[src/rtl/spi_rx_monitor_if.sv]
// Bus bundle for spi_rx_monitor: SPI pins plus the receive/status side.
// master drives the SPI pins and fault_clr; slave is the monitor itself.
interface spi_rx_monitor_if #(
  parameter int unsigned DATA_WIDTH = 16
);
  logic                  sclk;
  logic                  cs_n;
  logic                  mosi;
  logic                  fault_clr;
  logic [DATA_WIDTH-1:0] rx_data;
  logic                  rx_valid;
  logic                  frame_err;
  logic                  busy;
  logic                  fault;
  logic                  gap_err;

  modport master (
    output sclk, cs_n, mosi, fault_clr,
    input  rx_data, rx_valid, frame_err, busy, fault, gap_err
  );

  modport slave (
    input  sclk, cs_n, mosi, fault_clr,
    output rx_data, rx_valid, frame_err, busy, fault, gap_err
  );
endinterface

[src/rtl/spi_rx_monitor.sv]
// Oversampled SPI responder: collects MSB-first frames, strobes good words, flags malformed ones.
// Optional inter-frame gap checking is enabled by defining SPI_RX_GAP_CHECK_EN.
module spi_rx_monitor #(
  parameter int unsigned DATA_WIDTH     = 16,
  parameter int unsigned SYNC_STAGES    = 2,
  parameter logic [11:0] MIN_GAP_CYCLES = 12'd2000
) (
  input  logic             clk,
  input  logic             rst,
  spi_rx_monitor_if.slave  bus
);

  localparam int unsigned CNT_W = $clog2(DATA_WIDTH + 1);

  typedef enum logic [1:0] {IDLE, SHIFT, HOLD} state_t;

  logic [SYNC_STAGES-1:0] r_sclk_sync, r_cs_sync, r_mosi_sync;
  logic                   r_sclk_d, r_cs_d;
  logic                   r_sclk_rise, r_cs_fall, r_cs_rise, r_mosi_smp;
  logic                   w_sclk, w_cs, w_mosi;

  state_t                 r_state;
  logic [CNT_W-1:0]       r_bit_cnt;
  logic [DATA_WIDTH-1:0]  r_shift;
  logic                   r_overflow;
  logic [DATA_WIDTH-1:0]  r_rx_data;
  logic                   r_rx_valid, r_frame_err, r_fault, r_gap_err;
  logic                   w_frame_end, w_good, w_bad, w_gap_set;

  // Identical synchronizer chains keep sclk, cs_n and mosi mutually aligned
  always_ff @(posedge clk or posedge rst) begin
    if (rst) begin
      r_sclk_sync <= '0;
      r_cs_sync   <= '1;
      r_mosi_sync <= '0;
      r_sclk_d    <= 1'b0;
      r_cs_d      <= 1'b1;
    end else begin
      r_sclk_sync <= {r_sclk_sync[SYNC_STAGES-2:0], bus.sclk};
      r_cs_sync   <= {r_cs_sync[SYNC_STAGES-2:0], bus.cs_n};
      r_mosi_sync <= {r_mosi_sync[SYNC_STAGES-2:0], bus.mosi};
      r_sclk_d    <= w_sclk;
      r_cs_d      <= w_cs;
    end
  end

  assign w_sclk = r_sclk_sync[SYNC_STAGES-1];
  assign w_cs   = r_cs_sync[SYNC_STAGES-1];
  assign w_mosi = r_mosi_sync[SYNC_STAGES-1];

  // Edge strobes and the matching mosi sample are registered together
  always_ff @(posedge clk or posedge rst) begin
    if (rst) begin
      r_sclk_rise <= 1'b0;
      r_cs_fall   <= 1'b0;
      r_cs_rise   <= 1'b0;
      r_mosi_smp  <= 1'b0;
    end else begin
      r_sclk_rise <= w_sclk & ~r_sclk_d;
      r_cs_fall   <= ~w_cs & r_cs_d;
      r_cs_rise   <= w_cs & ~r_cs_d;
      r_mosi_smp  <= w_mosi;
    end
  end

  assign w_frame_end = r_cs_rise & (r_state != IDLE);
  assign w_good      = r_cs_rise & (r_state == HOLD) & ~r_overflow;
  assign w_bad       = w_frame_end & ~w_good;

`ifdef SPI_RX_GAP_CHECK_EN
  logic [11:0] r_gap_cnt;
  logic        r_first;

  assign w_gap_set = (r_state == IDLE) & r_cs_fall & ~r_first & (r_gap_cnt < MIN_GAP_CYCLES);

  // Idle-time counter; the first frame after reset has no meaningful gap
  always_ff @(posedge clk or posedge rst) begin
    if (rst) begin
      r_gap_cnt <= '0;
      r_first   <= 1'b1;
      r_gap_err <= 1'b0;
    end else begin
      r_gap_err <= w_gap_set;
      if (w_frame_end) begin
        r_gap_cnt <= '0;
      end else if ((r_state == IDLE) && (r_gap_cnt != 12'hFFF)) begin
        r_gap_cnt <= r_gap_cnt + 12'd1;
      end
      if ((r_state == IDLE) && r_cs_fall) begin
        r_first <= 1'b0;
      end
    end
  end
`else
  assign w_gap_set = 1'b0;
  assign r_gap_err = 1'b0 & (|MIN_GAP_CYCLES);
`endif

  // Frame FSM with registered strobes; a cs rise always beats a same-cycle sclk rise
  always_ff @(posedge clk or posedge rst) begin
    if (rst) begin
      r_state     <= IDLE;
      r_bit_cnt   <= '0;
      r_shift     <= '0;
      r_overflow  <= 1'b0;
      r_rx_data   <= '0;
      r_rx_valid  <= 1'b0;
      r_frame_err <= 1'b0;
      r_fault     <= 1'b0;
    end else begin
      r_rx_valid  <= w_good;
      r_frame_err <= w_bad;
      if (w_bad || w_gap_set) begin
        r_fault <= 1'b1;
      end else if (bus.fault_clr) begin
        r_fault <= 1'b0;
      end
      case (r_state)
        IDLE: begin
          if (r_cs_fall) begin
            r_state    <= SHIFT;
            r_bit_cnt  <= '0;
            r_overflow <= 1'b0;
          end
        end
        SHIFT: begin
          if (r_cs_rise) begin
            r_state <= IDLE;
          end else if (r_sclk_rise) begin
            r_shift   <= {r_shift[DATA_WIDTH-2:0], r_mosi_smp};
            r_bit_cnt <= r_bit_cnt + CNT_W'(1);
            if (r_bit_cnt == CNT_W'(DATA_WIDTH - 1)) begin
              r_state <= HOLD;
            end
          end
        end
        HOLD: begin
          if (r_cs_rise) begin
            r_state <= IDLE;
            if (!r_overflow) begin
              r_rx_data <= r_shift;
            end
          end else if (r_sclk_rise) begin
            r_overflow <= 1'b1;
          end
        end
        default: r_state <= IDLE;
      endcase
    end
  end

  assign bus.rx_data   = r_rx_data;
  assign bus.rx_valid  = r_rx_valid;
  assign bus.frame_err = r_frame_err;
  assign bus.busy      = (r_state != IDLE);
  assign bus.fault     = r_fault;
  assign bus.gap_err   = r_gap_err;

endmodule

[src/flat_wrapper.sv]
// flat-port wrapper written by rule: the top's interface ports become plain ports
module spi_rx_monitor_flat 
#(
  parameter int unsigned DATA_WIDTH     = 16,
  parameter int unsigned SYNC_STAGES    = 2,
  parameter logic [11:0] MIN_GAP_CYCLES = 12'd2000
)
  (clk, rst, bus_sclk, bus_cs_n, bus_mosi, bus_fault_clr, bus_rx_data, bus_rx_valid, bus_frame_err, bus_busy, bus_fault, bus_gap_err);
  spi_rx_monitor_if #(.DATA_WIDTH(DATA_WIDTH)) bus_i ();
  input  logic clk;
  input  logic rst;
  input wire logic [$bits(bus_i.sclk)-1:0] bus_sclk;
  input wire logic [$bits(bus_i.cs_n)-1:0] bus_cs_n;
  input wire logic [$bits(bus_i.mosi)-1:0] bus_mosi;
  input wire logic [$bits(bus_i.fault_clr)-1:0] bus_fault_clr;
  output wire logic [$bits(bus_i.rx_data)-1:0] bus_rx_data;
  output wire logic [$bits(bus_i.rx_valid)-1:0] bus_rx_valid;
  output wire logic [$bits(bus_i.frame_err)-1:0] bus_frame_err;
  output wire logic [$bits(bus_i.busy)-1:0] bus_busy;
  output wire logic [$bits(bus_i.fault)-1:0] bus_fault;
  output wire logic [$bits(bus_i.gap_err)-1:0] bus_gap_err;
  assign bus_i.sclk = bus_sclk;
  assign bus_i.cs_n = bus_cs_n;
  assign bus_i.mosi = bus_mosi;
  assign bus_i.fault_clr = bus_fault_clr;
  assign bus_rx_data = bus_i.rx_data;
  assign bus_rx_valid = bus_i.rx_valid;
  assign bus_frame_err = bus_i.frame_err;
  assign bus_busy = bus_i.busy;
  assign bus_fault = bus_i.fault;
  assign bus_gap_err = bus_i.gap_err;
  spi_rx_monitor #(.DATA_WIDTH(DATA_WIDTH), .SYNC_STAGES(SYNC_STAGES), .MIN_GAP_CYCLES(MIN_GAP_CYCLES)) u_core (.clk(clk), .rst(rst), .bus(bus_i));
endmodule
[config.mk]
export PLATFORM = sky130hd
export DESIGN_NAME = spi_rx_monitor_flat
export DESIGN_NICKNAME = d
export VERILOG_FILES = /design/src/rtl/spi_rx_monitor_if.sv /design/src/rtl/spi_rx_monitor.sv /design/src/flat_wrapper.sv
export SDC_FILE = /design/constraint.sdc
export NUM_CORES = 1
export LEC_CHECK = 0
export ABC_AREA = 1
export BUFFER_PORTS_ARGS = -buffer_cell sky130_fd_sc_hd__buf_4
export CAP_MARGIN = 15
export CORE_MARGIN = 2
export CORE_UTILIZATION = 56
export DETAILED_ROUTE_END_ITERATION = 7
export HOLD_SLACK_MARGIN = 0.08
export PLACE_DENSITY = 0.76
export SLEW_MARGIN = 30
export SYNTH_ARGS = -nofsm -noshare
export SYNTH_HDL_FRONTEND = slang
export SYNTH_SLANG_ARGS = --single-unit
[constraint.sdc]
create_clock -name clk -period 2.11 [get_ports clk]
set_input_delay 0.3165 -clock clk [delete_from_list [all_inputs] [get_ports clk]]
set_output_delay 0.3165 -clock clk [all_outputs]
set_load 0.02 [all_outputs]
==> summary.md, run 1 <==
| Metric | Value |
|---|---|
| # rows | 22 |
| Power Density | 795.7 nW/um2 |
| Register area share after synthesis | 0.6155 |
| Placer congestion estimate | roughly 0.82 |
| Port bufs | 25 |
| Setup TNS | 0 ns |
| Remaining global-route overflow | 0 |
| Mean Syn Cell Area | about 10 um2 |
| Initial antenna violation count | 0 |
| Leakage | 1.261 nW |
| Biggest area consumer among synthesized cells | dfrtp_1 |
| Crit path top cell by count | nand2_1 |
| Post-Synthesis Cells | about 210 |
| FF/Latch Area | approximately 1400 um2 |
| Detailed Route WL | slightly above 3000 um |
| Reg2Reg Depth | 6 |
| TritonCTS clock tree | yes |
| Number of synthesized flops with an enable pin | 0 |
| Drt wl/cell | between 10 and 15 um |
| CTS clk-pin slew, worst paths | approximately 0.09 ns |
| Reg-to-reg endpoint | u_core.bus.rx_data[15] |
| Hpwl dp | around 2200 um |
| Post-route antenna net violation count | 0 |
| Area grow syn2layout | 12.22% |
| CP required | between 2 and 2.5 ns |
| Outcome | complete, no violations |
| DIE WIDTH | 67.28 um |
| Diode count | 0 |
| DRT iter0 DRCs | between 80 and 90 |
| # Max-Cap Violations | 0 |
| Non-filler cells, final | a little under 300 |
| Gr usage total | 0.1633 |
| Root Buffer | clkbuf_8 |
| R2R Setup Slk | 0.59 ns |
| Top cell family by delay on the critical path | simple AND/OR/NAND/NOR gates |
| Cell breakdown of the critical path | inv_2, nor2_2, nand2_2, inv_1, nand2_1, nand2_1 |
| Clk buf depth | 2 |
| Slew headroom | 0.5203 |
| Synth Net Count | 222 |
| Largest net degree at the start of global routing | 35 |
| WS Path Type | flip-flop to flip-flop |
| Crit path max fanout | 33 |
| Main synth FF type | dfrtp_1 |
| CTS Buf Count | 5 |
| Number of setup buffers added after CTS | 0 |
| Post-Syn Area | ~2200 um2 |
| Clock sinks | 55 |
| CTS H-Tree Depth | 2 |
| Post-Place Cells | around 280 |
| Unrepaired setup endpoints after global routing | no |
| First-pass GRT wire length | 5437 um |
| Hold-fix buffers, CTS | 0 |
| Crit share post-route | 0.7202 |
| Worst-Margin Slew | between 0.7 and 0.8 ns |
| Top post-synthesis cells by area | dfrtp_1 58%, o21ai_2 12%, nand2_1 9.4% |
| DRC | 0 |
| Core area | roughly 3700 um2 |
| Ratio of cells with drive above 1 in the final layout | 0.3237 |
| Final hold vios | 0 |
| Vias in the first global route | 1226 |
| Max Clk Rate | 658.1 MHz |
| Fill cell count | about 310 |
| Fraction of registers with async set/reset | 1.000 |
| Slowest Stage Delay on Critical Path | 0.53 ns |
| Initial Util | 0.5989 |
| Hold WC Path Type | primary input to asynchronous set/reset pin |
| Crit path DAT | about 1.7 ns |
| Final worst path period need | approximately 1.5 ns |
| Max VDD drop | approximately 0.50 mV |
| Top cell type's share of synthesized area | 0.5804 |
| Post-synth cell types | 19 |
| CP max-delay cell | nand2_2 |
| Area taken by multi-input logic gates | around 670 um2 |
| Crit. path cell count | 6 |
| DR vias | ~1400 |
| Final Max Slew Viols | 0 |
| Worst reg2reg startpoint | u_core.r_cs_rise |
| CP Launch Type | flip-flop |
| I/O pin cnt | 27 |
| Die height | ~67 um |
| Vias/cell | between 4 and 5 |
| Clk Latency, worst-skew pair | approximately 0.30 ns |
| Post-CTS sizing | 0 |
| Synth warn | 0 |
| Crit. End Element | flip-flop |
| Yosys reg bits | 55 |
| Die footprint | roughly 4500 um2 |
| # setup viols final | 0 |
| Buf/Inv on CP | 2 |
| Final Skew | about 0.0055 ns |
| First drt pass iteration count | 4 |
| Post-layout nets | between 200 and 250 |
==> registers in the layout, summed over array words and instances (netlist names) <==
| name | flops |
|---|---|
| u_core.bus.rx_valid | 1 |
| u_core.r_bit_cnt | 5 |
| u_core.bus.frame_err | 1 |
| u_core.r_overflow | 1 |
| u_core.bus.fault | 1 |
| u_core.r_cs_sync | 2 |
| u_core.r_cs_d | 1 |
| u_core.r_sclk_rise | 1 |
| u_core.r_cs_rise | 1 |
| u_core.r_cs_fall | 1 |
| u_core.r_mosi_sync | 2 |
| u_core.r_sclk_sync | 2 |
| u_core.bus.rx_data | 16 |
| u_core.r_state | 2 |
| u_core.r_shift | 16 |
| u_core.r_mosi_smp | 1 |
| u_core.r_sclk_d | 1 |
==> worst register-to-register path: cells and delay by family (launching register included) <==
| family | cells | cell delay, ns |
|---|---|---|
| buf+inv | 2 | 0.26 |
| flops | 1 | 0.43 |
| simple gates | 4 | 0.71 |
==> synthesized netlist by cell type, types with 2 or more instances <==
master,number
nand2_1,56
dfrtp_1,52
o21ai_2,30
inv_1,29
nor2_1,10
buf_6,6
nand3_1,6
nor2_2,4
dfstp_2,3
inv_2,3
nand2_2,3
o21ai_0,3
a21oi_1,2
ha_1,2
==> worst max path at each step <==
stage	endpoint	from	slack, ns
after floorplan	u_core.bus.fault	rst	0.46
after global placement	u_core.bus.fault	u_core.r_cs_rise	0.69
after detailed placement	u_core.bus.rx_data[15]	u_core.r_state[1]	0.61
after CTS	u_core.bus.rx_data[15]	u_core.r_state[1]	0.59
after global routing	u_core.bus.rx_data[15]	u_core.r_cs_rise	0.42
final	u_core.bus.rx_data[15]	u_core.r_cs_rise	0.59
==> power breakdown <==
part           internal (mW)  total, mW  switching [mW]
clock network          0.233      0.537           0.304
logic                 0.0933      0.270           0.176
registers               1.14       1.20          0.0537
==> metal layers <==
| layer | up-vias | global-route usage | share of wire |
|---|---|---|---|
| li1 | 706 | - | - |
| met1 | 643 | 0.2185 | 0.49 |
| met2 | 31 | 0.2413 | 0.44 |
| met3 | 5 | 0.05000 | 0.048 |
| met4 | 0 | 0.08418 | 0.023 |
| met5 | - | 0 | 0 |
==> cell type report <==
cell class,instances,share of cell area
inverters,32,0.04774
clock inverters,1,0.001989
flip-flops and latches,55,0.5485
multi-input cells,120,0.2650
well taps,48,0.02387
clock buffers,7,0.03033
repair buffers,26,0.08255
==> layout by cell type, fill, tap and decap left out, types with 4 or more instances in the layout <==
cell | Yosys | routed
nor2_1 | 10 | 10
inv_1 | 29 | 28
inv_2 | 3 | 4
buf_4 | 1 | 25
nand2_1 | 56 | 56
nor2_2 | 4 | 4
o21ai_2 | 30 | 30
nand3_1 | 6 | 6
dfrtp_1 | 52 | 52
clkbuf_8 | 0 | 5
==> cell families after synthesis <==
group / Yosys count / synth area share
other: 1 / 0.001673
DFF: 55 / 0.6155
adders and majority gates: 2 / 0.01116
AOI/OAI and AO/OA: 35 / 0.1283
and+or+nand+nor: 82 / 0.1563
buffers and inverters: 39 / 0.08705
==> stage by stage <==
stage               power, mW  setup slack (ns)  utilization  hold WS, ns  cell area (um2)
floorplan               1.431            0.4555            -       0.3210             2242
finish                  2.002            0.5904       0.6721      0.09448             2516
global route            2.126            0.4246       0.6721      0.09665             2516
CTS                     2.029            0.5915       0.6721       0.1091             2516
global placement        1.483            0.6933       0.6504       0.3317             2435
detailed placement      1.490            0.6084       0.6504       0.3347             2435
Power figures use the tool's default switching activity.
==> inputs of run 2 (changes only) <==
--- a/config.mk
+++ b/config.mk
@@ -5,14 +5,14 @@
 export SDC_FILE = /design/constraint.sdc
 export NUM_CORES = 1
 export LEC_CHECK = 0
-export ABC_AREA = 1
+export ABC_AREA = 0
 export BUFFER_PORTS_ARGS = -buffer_cell sky130_fd_sc_hd__buf_4
 export CAP_MARGIN = 15
 export CORE_MARGIN = 2
-export CORE_UTILIZATION = 56
+export CORE_UTILIZATION = 51
 export DETAILED_ROUTE_END_ITERATION = 7
 export HOLD_SLACK_MARGIN = 0.08
-export PLACE_DENSITY = 0.76
+export PLACE_DENSITY = 0.73
 export SLEW_MARGIN = 30
 export SYNTH_ARGS = -nofsm -noshare
 export SYNTH_HDL_FRONTEND = slang
==> constraint.sdc (replaced) <==
create_clock -name clk -period 1.27 [get_ports clk]
set_input_delay 0.1905 -clock clk [delete_from_list [all_inputs] [get_ports clk]]
set_output_delay 0.1905 -clock clk [all_outputs]
set_load 0.02 [all_outputs]
==> summary.md, run 2 <==
| Metric | Value |
|---|---|
| DRC | 0 |
| Area grow syn2layout | 37.88% |
| Post-route antenna net violation count | 0 |
| CP required | between 1 and 1.5 ns |
| Metal3 WL | 104 um |
| Commonest non-fill, non-tap cell in the layout | dfrtp_1 |
| Port bufs | 25 |
| Post-synth cell types | 31 |
| Cell internal pwr | about 2.8 mW |
| Register area share after synthesis | 0.6458 |
| Clk Latency, worst-skew pair | approximately 0.3 ns |
| Diode count | 0 |
| Remaining global-route overflow | 0 |
| Top post-synthesis cells by count | 52 x dfrtp_1, 23 x mux2_2, 9 x mux2_4, 9 x nand2_1 |
| Vias in the first global route | about 1300 |
| Worst Slack Setup Final | -0.2305 ns |
| Crit share post-route | 1.181 |
| Dpl ws | -0.2202 ns |
| Detailed Route WL | 4253 um |
| Hold WC Path Type | primary input to flip-flop |
| Setup TNS | -6.742 ns |
| R2R Setup Slk | -0.23 ns |
| Unrepaired setup endpoints after global routing | yes |
| Vias/cell | just over 5 |
| Die footprint | around 4700 um2 |
| Commonest cells after routing, fill and taps aside | 52 x dfrtp_1, 37 x buf_4, 32 x mux2_4 |
| WS Path Type | flip-flop to flip-flop |
| Biggest area consumer among synthesized cells | dfrtp_1 |
| Synth Net Count | 149 |
| Gr usage total | 0.1834 |
| TritonCTS clock tree | yes |
| Core area | slightly above 4000 um2 |
| CP Launch Type | flip-flop |
| DIE WIDTH | between 60 and 70 um |
| Failing checks | negative setup slack |
| Synth warn | 0 |
| DRT iter0 DRCs | 137 |
| First-pass GRT wire length | 6210 um |
| Leakage | 1.434 nW |
| Design Area, Final | between 2000 and 3000 um2 |
| Fill cell count | around 230 |
| Crit path max fanout | 8 |
| Hpwl dp | between 2000 and 2500 um |
| DR vias | 1269 |
| Max VDD drop | 0.8742 mV |
| Main synth FF type | dfrtp_1 |
| Top cell type's share of synthesized area | 0.6089 |
| Clock sinks | 55 |
| Die height | between 60 and 70 um |
| Fraction of registers with async set/reset | 1.000 |
| Count leader, synth | dfrtp_1 |
| Initial Util | 0.5304 |
| CTS H-Tree Depth | 2 |
| Number of synthesized flops with an enable pin | 0 |
| Final hold vios | 0 |
| Clock share of power | 0.304 |
| Final Max Slew Viols | 0 |
| # setup viols final | 39 |
| Sw power | about 860 uW |
| Sw Ratio | 0.2358 |
| Placed cell areas | around 2600 um2 |
| Crit. End Element | flip-flop |
| Yosys reg bits | 55 |
| # rows | 23 |
| # Max-Cap Violations | 0 |
| WL met2 | 2216 um |
| Sequential power share | 0.551 |
| Logic pwr share | 0.145 |
| CTS clk-pin slew, worst paths | 0.10 ns |
| First drt pass iteration count | 4 |
| Drt wl/cell | between 15 and 20 um |
| Max Clk Rate | 666.5 MHz |
| I/O pin cnt | 27 |
| Met1 WL | ~1900 um |
| Final worst path period need | 1.500 ns |
| Clk buf depth | 2 |
| Top routing layer used | met4 |
| Placer congestion estimate | slightly below 0.9 |
| Largest net degree at the start of global routing | 24 |
| Worst hold slack | roughly 0.16 ns |
| Outcome | complete, but fails checks |
| Mean Syn Cell Area | ~15 um2 |
| Top post-synthesis cells by area | dfrtp_1 61%, mux2_2 12%, mux2_4 6.3% |
| Crit path DAT | ~1.7 ns |
| Post-layout nets | 205 |
| Ratio of cells with drive above 1 in the final layout | 0.5787 |
| CTS Buf Count | 5 |
| Post-Synthesis Cells | between 100 and 150 |
| Power Density | 1237 nW/um2 |
| Root Buffer | clkbuf_8 |
| Post-Syn Area | roughly 2100 um2 |
| Initial antenna violation count | 0 |
| Final Skew | roughly 0.0073 ns |
| Util after Layout | 0.7314 |
run 2: cell count changes after synthesis, moves of 5 or more:
| cell | before | now |
|---|---|---|
| buf_6 | 6 | 1 |
| nand3_1 | 6 | 0 |
| o21ai_2 | 30 | 0 |
| mux2_2 | 0 | 23 |
| nor2_1 | 10 | 0 |
| mux2_4 | 0 | 9 |
| inv_1 | 29 | 5 |
| nand2_1 | 56 | 9 |
run 2: power by group through the flow:
stage | sequential [mW] | combinational [mW] | clock, mW
2_1_floorplan | 2.01 | 0.300 | 0
3_3_place_gp | 2.02 | 0.428 | 0
3_5_place_dp | 2.03 | 0.450 | 0
4_1_cts | 2.00 | 0.500 | 1.14
5_1_grt | 2.02 | 0.565 | 1.21
6_report | 2.01 | 0.528 | 1.11
run 2: logic make-up after synthesis:
family | after synthesis | synth area share
flops | 55 | 0.6458
mux | 33 | 0.1891
simple gates | 25 | 0.07846
compound gates | 14 | 0.03923
buf+inv | 11 | 0.03396
fa+ha+maj | 2 | 0.01171
other cells | 1 | 0.001755
run 2: worst paths after layout:
| path | endpoint | start | cells past startpoint |
|---|---|---|---|
| setup / recovery | u_core.bus.rx_data[5] | u_core.r_state[0] | 5 |
| hold / removal | u_core.bus.fault | bus_fault_clr | 3 |
| setup reg to reg | u_core.bus.rx_data[5] | u_core.r_state[0] | 5 |
| hold reg to reg | u_core.r_cs_sync[1] | u_core.r_cs_sync[0] | 0 |
| max in group asynchronous | u_core.r_cs_d | rst | 4 |
| min in group asynchronous | u_core.bus.rx_data[3] | rst | 3 |
run 2: critical path, stage by stage, from the launching register on:
cell and delay, ns:
dfrtp_1 0.42, nand2b_4 0.17, nor3b_4 0.18, buf_6 0.16
clkbuf_16 0.16, mux2_4 0.31
run 2: what timing repair did:
| action | in CTS | in global routing |
|---|---|---|
| resized for setup | 17 | 22 |
| hold endpoints to repair | 16 | 0 |
| hold buffers | 4 | 0 |
| endpoints found under the setup margin | 40 | 40 |
| cloned | 0 | 2 |
| buffers inserted | 3 | 4 |
| pin swaps | 4 | 7 |
run 2: metrics by stage:
step           std cells  total power [mW]
2_1_floorplan        141             2.315
3_3_place_gp         227             2.452
3_5_place_dp         227             2.482
4_1_cts              241             3.639
5_1_grt              247             3.802
6_report             247             3.644
run 2: cell type report:
cell class | count | area [um2] | share of cell area
sequential | 55 | 1380 | 0.4684
multi-input combinational | 75 | 842.1 | 0.2858
timing repair buffer | 55 | 533.0 | 0.1809
clock buffer | 5 | 68.82 | 0.02335
tap | 50 | 62.56 | 0.02123
clock inverter | 2 | 37.54 | 0.01274
inverter | 5 | 22.52 | 0.007643
run 2: metal layers:
| layer | vias to the layer above | track usage |
|---|---|---|
| li1 | 592 | - |
| met1 | 651 | 0.2289 |
| met2 | 20 | 0.3089 |
| met3 | 6 | 0.03571 |
| met4 | 0 | 0.08333 |
| met5 | - | 0 |
